--- config.mk ---
export PLATFORM = sky130hd
export DESIGN_NAME = gray_fifo_ctrl
export DESIGN_NICKNAME = d
export VERILOG_FILES = /design/src/rtl/gray_fifo_ctrl_pkg.sv /design/src/rtl/gray_fifo_ctrl_ptr.sv /design/src/rtl/gray_fifo_ctrl.sv
export SDC_FILE = /design/constraint.sdc
export NUM_CORES = 1
export LEC_CHECK = 0
export CORE_MARGIN = 2
export CORE_UTILIZATION = 59
export DETAILED_ROUTE_END_ITERATION = 10
export DONT_BUFFER_PORTS = 1
export PLACE_DENSITY = 0.76
export REMOVE_ABC_BUFFERS = 1
export SYNTH_ARGS = -nofsm -noshare
export SYNTH_HDL_FRONTEND = slang
export SYNTH_SLANG_ARGS = --single-unit
--- constraint.sdc ---
create_clock -name clk -period 7.63 [get_ports clk]
set_clock_uncertainty 0.15 [all_clocks]
set_input_delay 1.526 -clock clk [delete_from_list [all_inputs] [get_ports clk]]
set_output_delay 1.526 -clock clk [all_outputs]
set_load 0.005 [all_outputs]
--- src/rtl/gray_fifo_ctrl_pkg.sv ---
// Shared helpers for the Gray-pointer FIFO controller.
//   ptr_w : pointer width for a given RAM address width (one extra wrap bit
//           distinguishes full from empty).
package gray_fifo_ctrl_pkg;

    function automatic int unsigned ptr_w(input int unsigned addr_w);
        return addr_w + 1;
    endfunction

endpackage

--- src/rtl/gray_fifo_ctrl_ptr.sv ---
// gray_ptr: enable-gated Gray-code counter with a binary shadow.
//   clk   : rising-edge clock
//   rst_n : asynchronous active-low reset, counter -> 0
//   clr   : synchronous clear, counter -> 0 (wins over inc)
//   inc   : advance one Gray step
//   gray  : registered Gray count (gw bits)
//   bin   : binary equivalent of gray (combinational decode)
module gray_ptr #(
    parameter int unsigned gw = 5
) (
    input  logic          clk,
    input  logic          rst_n,
    input  logic          clr,
    input  logic          inc,
    output logic [gw-1:0] gray,
    output logic [gw-1:0] bin
);

    logic [gw-1:0] bin_cur;
    logic [gw-1:0] bin_inc;
    logic [gw-1:0] gray_nxt;

    // Only the Gray value is stored; binary bit i is the XOR of Gray bits
    // i and above, so increment goes Gray -> binary -> +1 -> Gray.
    always_comb begin
        bin_cur = '0;
        for (int unsigned i = 0; i < gw; i++) begin
            bin_cur[i] = ^(gray >> i);
        end
        bin_inc  = bin_cur + gw'(1);
        gray_nxt = bin_inc ^ (bin_inc >> 1);
    end

    assign bin = bin_cur;

    always_ff @(posedge clk or negedge rst_n) begin
        if (!rst_n) begin
            gray <= '0;
        end else if (clr) begin
            gray <= '0;
        end else if (inc) begin
            gray <= gray_nxt;
        end
    end

endmodule

--- src/rtl/gray_fifo_ctrl.sv ---
// gray_fifo_ctrl: single-clock FIFO pointer controller for an external
// dual-port async-read RAM, with Gray-coded pointers exported for CDC.
//   clk, rst_n          : clock, asynchronous active-low reset
//   clr                 : synchronous flush (pointers, level, peak -> 0)
//   in_valid / in_ready : write handshake, in_ready = !full
//   out_valid/out_ready : read handshake, out_valid = !empty
//   mem_we, mem_waddr   : RAM write strobe and address
//   mem_raddr           : RAM read address (head of FIFO)
//   wr_gray, rd_gray    : registered Gray pointers (aw+1 bits)
//   level, peak         : occupancy and its high-water mark
module gray_fifo_ctrl
    import gray_fifo_ctrl_pkg::*;
#(
    parameter int unsigned aw = 4
) (
    input  logic          clk,
    input  logic          rst_n,
    input  logic          clr,
    input  logic          in_valid,
    output logic          in_ready,
    output logic          out_valid,
    input  logic          out_ready,
    output logic          mem_we,
    output logic [aw-1:0] mem_waddr,
    output logic [aw-1:0] mem_raddr,
    output logic [aw:0]   wr_gray,
    output logic [aw:0]   rd_gray,
    output logic [aw:0]   level,
    output logic [aw:0]   peak
);

    localparam int unsigned pw = ptr_w(aw);

    logic [aw:0] wr_bin;
    logic [aw:0] rd_bin;
    logic [aw:0] wr_bin_nxt;
    logic [aw:0] rd_bin_nxt;
    logic        full;
    logic        empty;
    logic        wr;
    logic        rd;

    gray_ptr #(.gw(pw)) u_wr_ptr (
        .clk   (clk),
        .rst_n (rst_n),
        .clr   (clr),
        .inc   (wr),
        .gray  (wr_gray),
        .bin   (wr_bin)
    );

    gray_ptr #(.gw(pw)) u_rd_ptr (
        .clk   (clk),
        .rst_n (rst_n),
        .clr   (clr),
        .inc   (rd),
        .gray  (rd_gray),
        .bin   (rd_bin)
    );

    // Full: write pointer one lap ahead, which in Gray means the top two
    // bits inverted and the rest equal.
    generate
        if (aw == 1) begin : g_full_narrow
            always_comb full = (wr_gray == ~rd_gray);
        end else begin : g_full_wide
            always_comb full = (wr_gray == {~rd_gray[aw:aw-1], rd_gray[aw-2:0]});
        end
    endgenerate

    always_comb begin
        empty      = (wr_gray == rd_gray);
        in_ready   = ~full;
        out_valid  = ~empty;
        // clr suppresses both handshakes in its cycle
        wr         = in_valid & ~full & ~clr;
        rd         = out_ready & ~empty & ~clr;
        mem_we     = wr;
        mem_waddr  = wr_bin[aw-1:0];
        mem_raddr  = rd_bin[aw-1:0];
        wr_bin_nxt = wr_bin + {{aw{1'b0}}, wr};
        rd_bin_nxt = rd_bin + {{aw{1'b0}}, rd};
    end

    // level tracks the pointers in the same edge; peak follows level one
    // cycle later since it compares against the registered level.
    always_ff @(posedge clk or negedge rst_n) begin
        if (!rst_n) begin
            level <= '0;
            peak  <= '0;
        end else if (clr) begin
            level <= '0;
            peak  <= '0;
        end else begin
            level <= wr_bin_nxt - rd_bin_nxt;
            if (level > peak) begin
                peak <= level;
            end
        end
    end

endmodule

After elaboration in Yosys (flattened, before gate mapping)
Cells that the tools add are included.
Widths: inputs -> output; s select.
- register bits: 20
- bits of input ports: 5
- output and inout port bits: 31
- logic and storage cells: 42
- add/sub/neg operators: 5
- magnitude comparators: 1
- equality and inequality tests: 2
- multiplexer cells: 7
- bitwise logic cells: 10
- reductions and logical operators: 13
- operators by type and width (kind ; count):
    $reduce_xor 5->1 ; 10
    $mux 5 ; 7
    $add 5x1->5 ; 2
    $add 5x1->5 const B ; 2
    $eq 5x5->1 ; 2
    $xor 5x4->5 ; 2
    $reduce_bool 2->1 ; 3
    $gt 5x5->1 ; 1
    $sub 5x5->5 ; 1
    $and 1x1->1 ; 4
    $not 1->1 ; 3
    $not 2->2 ; 1

Longest topological paths before layout
Gate-level depths: netlist of run 1.
- depth after elaboration: 8
- gate-level depth with buffers: 13

Cells and area by module
From an unflattened synthesis of run 1, not the netlist that was laid out.
- cells, all modules: 192
- area, all modules: 1794.2 um^2
- by module, submodules not included (module ; times used ; cells each ; area each (um^2) ; seq. area each (um^2)):
    gray_fifo_ctrl ; 1 ; 104 ; 940.9 ; 250.2
    gray_ptr ; 2 ; 44 ; 426.7 ; 125.1

Least setup slack after synthesis of run 1
Ideal clock, no wire load.
- path type: input port to flip-flop
- start point: input port clr
- end point: register level[3]
- setup time: 132 ps
- data arrival time: 3780 ps
- required time: 7348 ps
- setup slack: 3568 ps
- stages on the path: 11
- path through: clkbuf_1 -> clkbuf_1 -> nor2_1 -> fa_1 -> fa_1 -> inv_1 -> ha_1 -> inv_1 -> fa_1 -> xor2_1 -> nor2_1
- word-level cells in the longest chain between the ends: 5
- elaborated cells between the ends (all ways): 7
- those cells by class: 3 x add/sub; 1 x mux; 3 x bitwise
- ends and longest elaborated chain (element ; RTL line ; RTL):
    start: declaration ; gray_fifo_ctrl.sv:18 ; input logic clr,
    $not 1->1 ; gray_fifo_ctrl.sv:76, gray_fifo_ctrl.sv:77 ;
    $and 1x1->1, on equally long branches ; gray_fifo_ctrl.sv:76, gray_fifo_ctrl.sv:77 ;
    $add 5x1->5, on equally long branches ; gray_fifo_ctrl.sv:81, gray_fifo_ctrl.sv:82 ;
    $sub 5x5->5 ; gray_fifo_ctrl.sv:95 ; level <= wr_bin_nxt - rd_bin_nxt;
    $mux 5 * ; gray_fifo_ctrl.sv:91 ; end else if (clr) begin
    end signal: assignment ; gray_fifo_ctrl.sv:95 ;
    end: declaration ; gray_fifo_ctrl.sv:28 ; output logic [aw:0] level,
Every way passes the cells marked *; elsewhere a longest branch is shown, timed or not.
A chain may end at the register's enable or synchronous reset.

Final worst setup path of run 1
- start point: register u_rd_ptr.gray[4]
- end point: output port mem_raddr[0]
- word-level cells in the longest chain between the ends: 1
- ends and longest elaborated chain (element ; RTL line ; RTL):
    start: declaration ; gray_fifo_ctrl_ptr.sv:15 ; output logic [gw-1:0] gray,
    start signal: assignment ; gray_fifo_ctrl_ptr.sv:42 ; gray <= gray_nxt;
    $reduce_xor 5->1 ; gray_fifo_ctrl_ptr.sv:28 ; bin_cur[i] = ^(gray >> i);
    end: declaration ; gray_fifo_ctrl.sv:25 ; output logic [aw-1:0] mem_raddr,
Every way passes these cells.

==> results.md, run 1 <==
- Status: finished clean
- Initial antenna violation count: 0
- Final hold slack: 0.404 ns
- DR iter-0 viols: 33
- Hold buffer count at cts: 0
- WL per Instance: 17.2 µm
- Startpoint types: register
- Mux cell area share after synthesis: 0.0451
- #FFs+latches synth: 20
- Die area: ~3000 µm²
- Compound-Gate Fraction of Synth Area: 0.147
- PostCTS Resize Cnt: 0
- Final Hold Viols: 0
- Worst R2R Start: u_rd_ptr.gray[4]
- Core Rows: 18
- First-pass GRT wire length: about 5600 µm
- Synth Area in Adders: 0.151
- Max incr delay on CP: 0.58 ns
- Final-layout fill cell count: roughly 220
- RSZ-0062 raised after global routing: false
- Top layer in use: met4
- Delay-heaviest family, CP: XOR/XNOR gates
- H-tree Lvls: 1
- Max-cap violation count: 0
- Clk slew on worst S/H paths: approximately 0.11 ns
- Worst slew margin: 0.541
- Ys async rst share: 1.00
- M1 WL: approximately 1400 µm
- Layout overhead on the synthesized area: 2.82%
- Worst R2R Path Depth: 12
- Placed insts: 185
- Ys flop type: dfrtp_1
- Fmax: 0.268 GHz
- Vias per cell: around 6.0
- Pins over their slew limit: 0
- Non-filler cells, final: 188
- Crit Path Max Fanout: 6
- Largest family of logic cells by synthesized area: XOR/XNOR gates
- Synth Area in Simple Gates: 0.120
- Vias in the first global route: approximately 1200
- Routability cong.: 0.775
- Antenna diodes: 0
- Gr usage total: 0.230
- Starting density of the core: 0.627
- Crit-path cells: xor2_2, xnor2_2, xor2_1, xnor2_1
- Critical path launch point: u_rd_ptr.gray[4]
- Routed met2 length: ~1600 µm
- Total negative slack: 0 ns
- Syn avg cell area: between 9 and 10 µm²
- Floorplan Core Area: between 2000 and 2500 µm²
- Commonest non-fill, non-tap cells in the layout: inv_1, dfrtp_1, nor2_1, ha_1, xnor2_1
- Tmin final: 3.73 ns
- Buffers on Ports: 0
- Post-DRT Antenna Nets: 0
- Main area contributors after synthesis: dfrtp_1, ha_1, xnor2_1
- Fin crit share: 0.489
- Worst EP arrival: 2.06 ns
- Setup Buffers After CTS: 0
- Share of cells above drive strength 1: 0.0823
- CP required: 5.95 ns
- Worst path slowest cell: dfrtp_1
- Largest net degree at the start of global routing: 21
- YS warnings: 0
- Root Driver: clkbuf_4
- Clock Tree Buf Depth: 2
- Number of synthesized flops with an enable pin: 0
- Critical Path End: mem_raddr[0]
- Worst reg2reg path endpoint: level[4]
- Sink Count: 20
- Height of the die: approximately 55 µm
- Drt pass-1 iters: 4
- Setup violations, final: 0
- Top cell type's share of synthesized area: 0.322
- Ports: 36
- Fin nets: roughly 180
- Post-Syn Area: between 1500 and 2000 µm²
- Tightest Pin Transition: between 0.6 and 0.7 ns
- Residual DRC: 0
- Post-DP HPWL: 2480 µm
- Final wirelength: around 3200 µm
- Post-Syn Instances: approximately 160
- Cell taking the most area after synthesis: dfrtp_1
- Clock latency on the worst-skew pair: around 0.30 ns
- Metal3 WL: 190 µm
- CTS buffer count: 3
- Levels on crit path: 4
- Distinct cells, synth: 39
- Vias: around 1100
- Congestion Overflow GR: 0
- Setup CP Type: register to primary output
- R2R Setup Slk: around 4 ns
- Hold/Removal Path Class: register to register
- Post-synthesis share of cell area spent on xor and xnor gates: 0.154
- CP endpoint kind: primary output
- Buf/Inv on CP: 0
- Register area share after synthesis: 0.322
- Die width: approximately 55 µm
- CTS tree: yes
[cells in the mapped netlist, drive strengths merged (3+ instances only)]
library cell / n
a21oi: 4
a22o: 6
dfrtp: 20
fa: 3
ha: 14
inv: 21
mux2i: 7
nand2: 5
nand2b: 3
nand3: 4
nor2: 15
nor2b: 3
nor3: 3
o211ai: 3
o21a: 3
o21ai: 3
or2: 3
xnor2: 13
xor2: 10
[worst reg2reg max path, delay by kind of cell (launching register included)]
kind	cells	cell delay, ns
AO/OA/AOI/OAI	2	0.36
AND/OR/NAND/NOR	1	0.05
flip-flops	1	0.58
XOR/XNOR	5	1.26
buffers and inverters	1	0.08
adder cells (fa/ha/maj)	3	1.12
[routing by layer]
| metal | vias to the layer above | track usage |
|---|---|---|
| li1 | 534 | - |
| met1 | 552 | 0.304 |
| met2 | 37 | 0.369 |
| met3 | 5 | 0.0562 |
| met4 | 0 | 0.0732 |
| met5 | - | 0 |
[area by class of cell]
type,instances,area (µm²),share of cell area
Clock buffer,3,22.5,0.0141
Inverter,21,78.8,0.0493
Sequential cell,20,500,0.313
Tap cell,30,37.5,0.0235
Multi-Input combinational cell,114,958,0.600
[kinds of logic after synthesis]
logic type                 after synthesis
AOI/OAI and AO/OA                       29
xor gates and xnor gates                23
adders and majority gates               17
buffers and inverters                   25
DFF                                     20
muxes                                    7
and+or+nand+nor                         38
[stage by stage]
stage               utilization  area (µm²)  setup slack, ns
global placement          0.636        1580             3.91
detailed placement        0.636        1580             3.82
CTS                       0.645        1600             3.90
floorplan                     -        1540             3.97
global route              0.645        1600             3.69
finish                    0.645        1600             3.90
[state kept, by name, indices dropped and copies added, names as in the netlist]
register and count:
peak 5, u_wr_ptr.gray 5, u_rd_ptr.gray 5, level 5
[worst min path at each step]
stage	slack [ns]	to	from	cells after the start
2_1_floorplan	0.36	peak[1]	peak[1]	1
3_3_place_gp	0.38	peak[2]	peak[2]	1
3_5_place_dp	0.38	peak[2]	peak[2]	1
4_1_cts	0.41	peak[3]	peak[3]	1
5_1_grt	0.43	peak[3]	peak[3]	1
6_report	0.40	peak[3]	peak[3]	1
Power of run 1 is left out: the tool's default activity adds up to more than one toggle a clock period on the data nets, which glitch-free logic cannot reach.
==> run 2, diff against run 1 <==
==> constraint.sdc (replaced) <==
create_clock -name clk -period 3.68 [get_ports clk]
set_clock_uncertainty 0.15 [all_clocks]
set_input_delay 0.736 -clock clk [delete_from_list [all_inputs] [get_ports clk]]
set_output_delay 0.736 -clock clk [all_outputs]
set_load 0.005 [all_outputs]
==> run 2 against run 1 <==
Compared with the run above:
- first-iteration DRC count is 9.1% lower
- utilization is 2.2 points higher
- sequential share of layout area is 1.0 points lower
- critical path depth is 8 higher
- design area is 3.4% higher
- global-route usage is 1.2 points lower
- die area stayed put
- non-clock buffer count is 3 higher
- setup slack worse by 3.6 ns
- hold slack worse by 0.073 ns
- critical endpoint is now level[4]
- largest cell class unchanged
==> results.md, run 2 (synthesized netlist as in run 1, its figures left out) <==
- Post-DRT Antenna Nets: 0
- CTS tree: yes
- Startpoint types: register
- Clock Tree Buf Depth: 2
- Sink Count: 20
- Seq. cell area: approximately 500 µm²
- Setup CP Type: register to register
- Routability cong.: around 0.84
- Worst path slowest cell: dfrtp_1
- Crit-path cells: xor2_2, xnor2_2, xor2_1, xnor2_1, fa_1, fa_1, inv_1, ha_1, a21o_1, a21oi_1, xnor2_1, nor2_1
- Initial antenna violation count: 0
- Vias in the first global route: 1232
- Final wirelength: approximately 3200 µm
- Starting density of the core: 0.627
- Largest net degree at the start of global routing: 21
- Die width: 55.3 µm
- Fin nets: 185
- Clk slew on worst S/H paths: about 0.12 ns
- CP endpoint kind: register
- Fin crit share: 0.933
- First-pass GRT wire length: around 5400 µm
- Worst EP arrival: between 3 and 4 ns
- Buffers on Ports: 0
- Clock latency on the worst-skew pair: 0.30 ns
- Tmin final: approximately 3.4 ns
- Congestion Overflow GR: 0
- Post-DP HPWL: between 2000 and 3000 µm
- Max incr delay on CP: 0.50 ns
- CP required: 3.73 ns
- H-tree Lvls: 1
- CTS buffer count: 3
- Share of cells above drive strength 1: 0.0988
- PostCTS Resize Cnt: 0
- RSZ-0062 raised after global routing: false
- Total negative slack: 0 ns
- WL per Instance: between 15 and 20 µm
- Core Rows: 18
- Root Driver: clkbuf_4
- Vias per cell: between 6 and 7
- Status: finished clean
- Die area: about 3000 µm²
- DR iter-0 viols: 30
- Drt pass-1 iters: 4
- Buf/Inv on CP: 1
- Pins over their slew limit: 0
- Delay-heaviest family, CP: adder cells
- Residual DRC: 0
- Floorplan Core Area: between 2000 and 2500 µm²
- Setup violations, final: 0
- Antenna diodes: 0
- Multi-input gate area: 958 µm²
- Vias: about 1200
- Gr usage total: 0.218
- Ports: 36
- Final Hold Viols: 0
- Final-layout fill cell count: ~210
- Commonest non-fill, non-tap cells in the layout: inv_1, dfrtp_1, nor2_1, ha_1, xnor2_1
- Worst slew margin: 0.387
- Hold/Removal Path Class: primary input to register
- Crit Path Max Fanout: 6
- Max-cap violation count: 0
- Layout overhead on the synthesized area: 6.36%
- Height of the die: around 55 µm
- Fmax: about 0.3 GHz
- Tightest Pin Transition: roughly 0.9 ns
run 2: cell types whose count changed in the layout (fill, tap and decap cells not counted):
| cell | previous run | this run |
|---|---|---|
| buf_4 | 0 | 2 |
| dlygate4sd3_1 | 0 | 1 |
| bufinv_16 | 0 | 1 |
run 2: path summary, 6_finish.rpt:
kind / cells past startpoint / startpoint / to / slack (ns)
max reg2reg: 12 / u_rd_ptr.gray[3] / level[4] / 0.25
max: 12 / u_rd_ptr.gray[3] / level[4] / 0.25
max in group asynchronous: 1 / rst_n / u_rd_ptr.gray[4] / 1.97
min: 1 / clr / u_wr_ptr.gray[2] / 0.33
min in group asynchronous: 1 / rst_n / peak[0] / 0.85
min reg2reg: 1 / peak[2] / peak[2] / 0.41
run 2: per-stage QoR:
stage / std cells / hold slack [ns] / cell area (µm²) / util / worst slack [ns]
after floorplan: 155 / 0.290 / 1540 / - / 0.419
after global placement: 187 / 0.291 / 1590 / 0.642 / 0.392
final: 192 / 0.331 / 1650 / 0.667 / 0.248
after global routing: 192 / 0.308 / 1650 / 0.667 / 0.0936
after CTS: 192 / 0.331 / 1650 / 0.667 / 0.266
after detailed placement: 187 / 0.291 / 1590 / 0.642 / 0.300
run 2: per-layer routing:
| metal | wire length [µm] | track usage | part of all wire | vias up |
|---|---|---|---|---|
| met5 | 0 | 0 | 0 | - |
| met4 | 16 | 0.0627 | 0.0049 | 0 |
| met1 | 1360 | 0.256 | 0.42 | 597 |
| li1 | - | - | - | 541 |
| met2 | 1630 | 0.381 | 0.50 | 55 |
| met3 | 238 | 0.0679 | 0.074 | 4 |
run 2: final cells by class:
class | count | share of cell area
Clock buffer | 3 | 0.0136
Tap cell | 30 | 0.0227
Sequential cell | 20 | 0.303
Timing Repair Buffer | 3 | 0.0151
Multi-Input combinational cell | 114 | 0.580
Clock inverter | 1 | 0.0182
Inverter | 21 | 0.0477
run 2: repair_timing:
action	in CTS	in global routing
setup buffers	0	0
hold endpoints to repair	20	0
hold buffers	1	0
Power of run 2 is left out for the same reason.
==> run 3, diff against run 2 <==
--- a/config.mk
+++ b/config.mk
@@ -5,11 +5,13 @@
 export SDC_FILE = /design/constraint.sdc
 export NUM_CORES = 1
 export LEC_CHECK = 0
+export ABC_CLOCK_PERIOD_IN_PS = 3680
 export CORE_MARGIN = 2
-export CORE_UTILIZATION = 59
+export CORE_UTILIZATION = 63
+export CTS_CLUSTER_DIAMETER = 100
 export DETAILED_ROUTE_END_ITERATION = 10
 export DONT_BUFFER_PORTS = 1
-export PLACE_DENSITY = 0.76
+export PLACE_DENSITY = 0.8
 export REMOVE_ABC_BUFFERS = 1
 export SYNTH_ARGS = -nofsm -noshare
 export SYNTH_HDL_FRONTEND = slang
==> run 3 against run 2 <==
Compared with the run above:
- design area is 0.15% lower
- hold slack worse by 0.025 ns
- non-clock buffer count is 1 lower
- first-iteration DRC count is 20% lower
- flip-flop and latch count stayed put
- die area is 5.9% lower
- count of clock-buffer cells in the layout stayed put
- fmax is 0.46% higher
- critical path type unchanged
==> results.md, run 3 (synthesized netlist as in run 1, its figures left out) <==
- Floorplan Core Area: approximately 2300 µm²
- Commonest non-fill, non-tap cells in the layout: inv_1, dfrtp_1, nor2_1, ha_1, xnor2_1
- Antenna diodes: 0
- Final Hold Viols: 0
- Setup violations, final: 0
- Fin nets: about 180
- DR iter-0 viols: 24
- Clk slew on worst S/H paths: around 0.12 ns
- Starting density of the core: 0.683
- CP endpoint kind: register
- Congestion Overflow GR: 0
- Buffers on Ports: 0
- RSZ-0062 raised after global routing: false
- Post-DP HPWL: roughly 2500 µm
- CTS tree: yes
- Share of cells above drive strength 1: 0.0994
- Crit Path Max Fanout: 6
- H-tree Lvls: 1
- Tightest Pin Transition: between 0.9 and 1 ns
- Clock Tree Buf Depth: 2
- Fin crit share: 0.928
- Total negative slack: 0 ns
- Largest net degree at the start of global routing: 21
- Die width: approximately 54 µm
- Routability cong.: between 0.8 and 0.9
- Clock latency on the worst-skew pair: around 0.32 ns
- Layout overhead on the synthesized area: 6.20%
- Worst slew margin: 0.389
- Max-cap violation count: 0
- Hold/Removal Path Class: primary input to register
- WL per Instance: roughly 18 µm
- Residual DRC: 0
- Tmin final: ~3.4 ns
- CP required: 3.76 ns
- Vias per cell: between 6 and 7
- Die area: between 2000 and 3000 µm²
- Fmax: slightly below 0.3 GHz
- Startpoint types: register
- CTS buffer count: 3
- Status: finished clean
- Initial antenna violation count: 0
- Core Rows: 17
- Root Driver: clkbuf_4
- First-pass GRT wire length: around 5700 µm
- Final wirelength: ~3400 µm
- Pins over their slew limit: 0
- Vias: approximately 1200
- Drt pass-1 iters: 4
- Ports: 36
- Gr usage total: 0.280
- Post-DRT Antenna Nets: 0
- Setup CP Type: register to register
- Worst EP arrival: approximately 3.5 ns
- Sink Count: 20
- Vias in the first global route: 1286
- Height of the die: 53.7 µm
==> run 3: final timing paths <==
path	start	slack [ns]	cells after the start	endpoint
setup reg to reg	u_rd_ptr.gray[4]	0.26	12	level[4]
hold / removal	clr	0.31	1	u_rd_ptr.gray[0]
setup / recovery	u_rd_ptr.gray[4]	0.26	12	level[4]
max in group asynchronous	rst_n	2.00	1	peak[0]
min in group asynchronous	rst_n	0.83	1	level[4]
hold reg to reg	peak[1]	0.41	1	peak[1]
==> run 3: metrics by stage <==
stage / utilization / instances / hold WS (ns) / cell area (µm²) / setup WS (ns)
global route: 0.725 / 189 / 0.279 / 1650 / 0.0757
finish: 0.725 / 189 / 0.307 / 1650 / 0.264
detailed placement: 0.694 / 184 / 0.291 / 1580 / 0.259
CTS: 0.722 / 189 / 0.301 / 1640 / 0.199
floorplan: - / 155 / 0.290 / 1540 / 0.419
global placement: 0.694 / 184 / 0.291 / 1580 / 0.356
==> run 3: area by class of cell <==
type | instances | area (µm²)
Multi-Input combinational cell | 114 | 966
Fill cell | 153 | 626
Sequential cell | 20 | 500
Inverter | 21 | 78.8
Tap cell | 28 | 35.0
Clock inverter | 1 | 30.0
Clock buffer | 3 | 22.5
Timing Repair Buffer | 2 | 17.5
==> run 3: repair_timing <==
| item | 4_1_cts | 5_1_grt |
|---|---|---|
| buffers inserted | 0 | 0 |
| gates resized for setup | 0 | 1 |
| hold buffers | 1 | 0 |
| endpoints found under the setup margin | 0 | 2 |
| endpoints found under the hold margin | 20 | 0 |
==> run 3: routing by layer <==
layer | GRT usage | vias up | wire, µm
li1 | - | 538 | -
met1 | 0.331 | 579 | 1370
met2 | 0.482 | 47 | 1720
met3 | 0.0861 | 12 | 223
met4 | 0.0940 | 0 | 66
met5 | 0 | - | 0
==> run 3: worst max-delay path: stages (launching register included) <==
cell     delay [ns]
dfrtp_1        0.51
xor2_2         0.23
xnor2_2        0.27
xor2_2         0.23
xnor2_1        0.17
fa_1           0.44
fa_1           0.44
inv_1          0.09
ha_1           0.24
a21o_1         0.16
a21oi_1        0.18
xnor2_1        0.14
nor2_1         0.06
Power of run 3 is left out for the same reason.
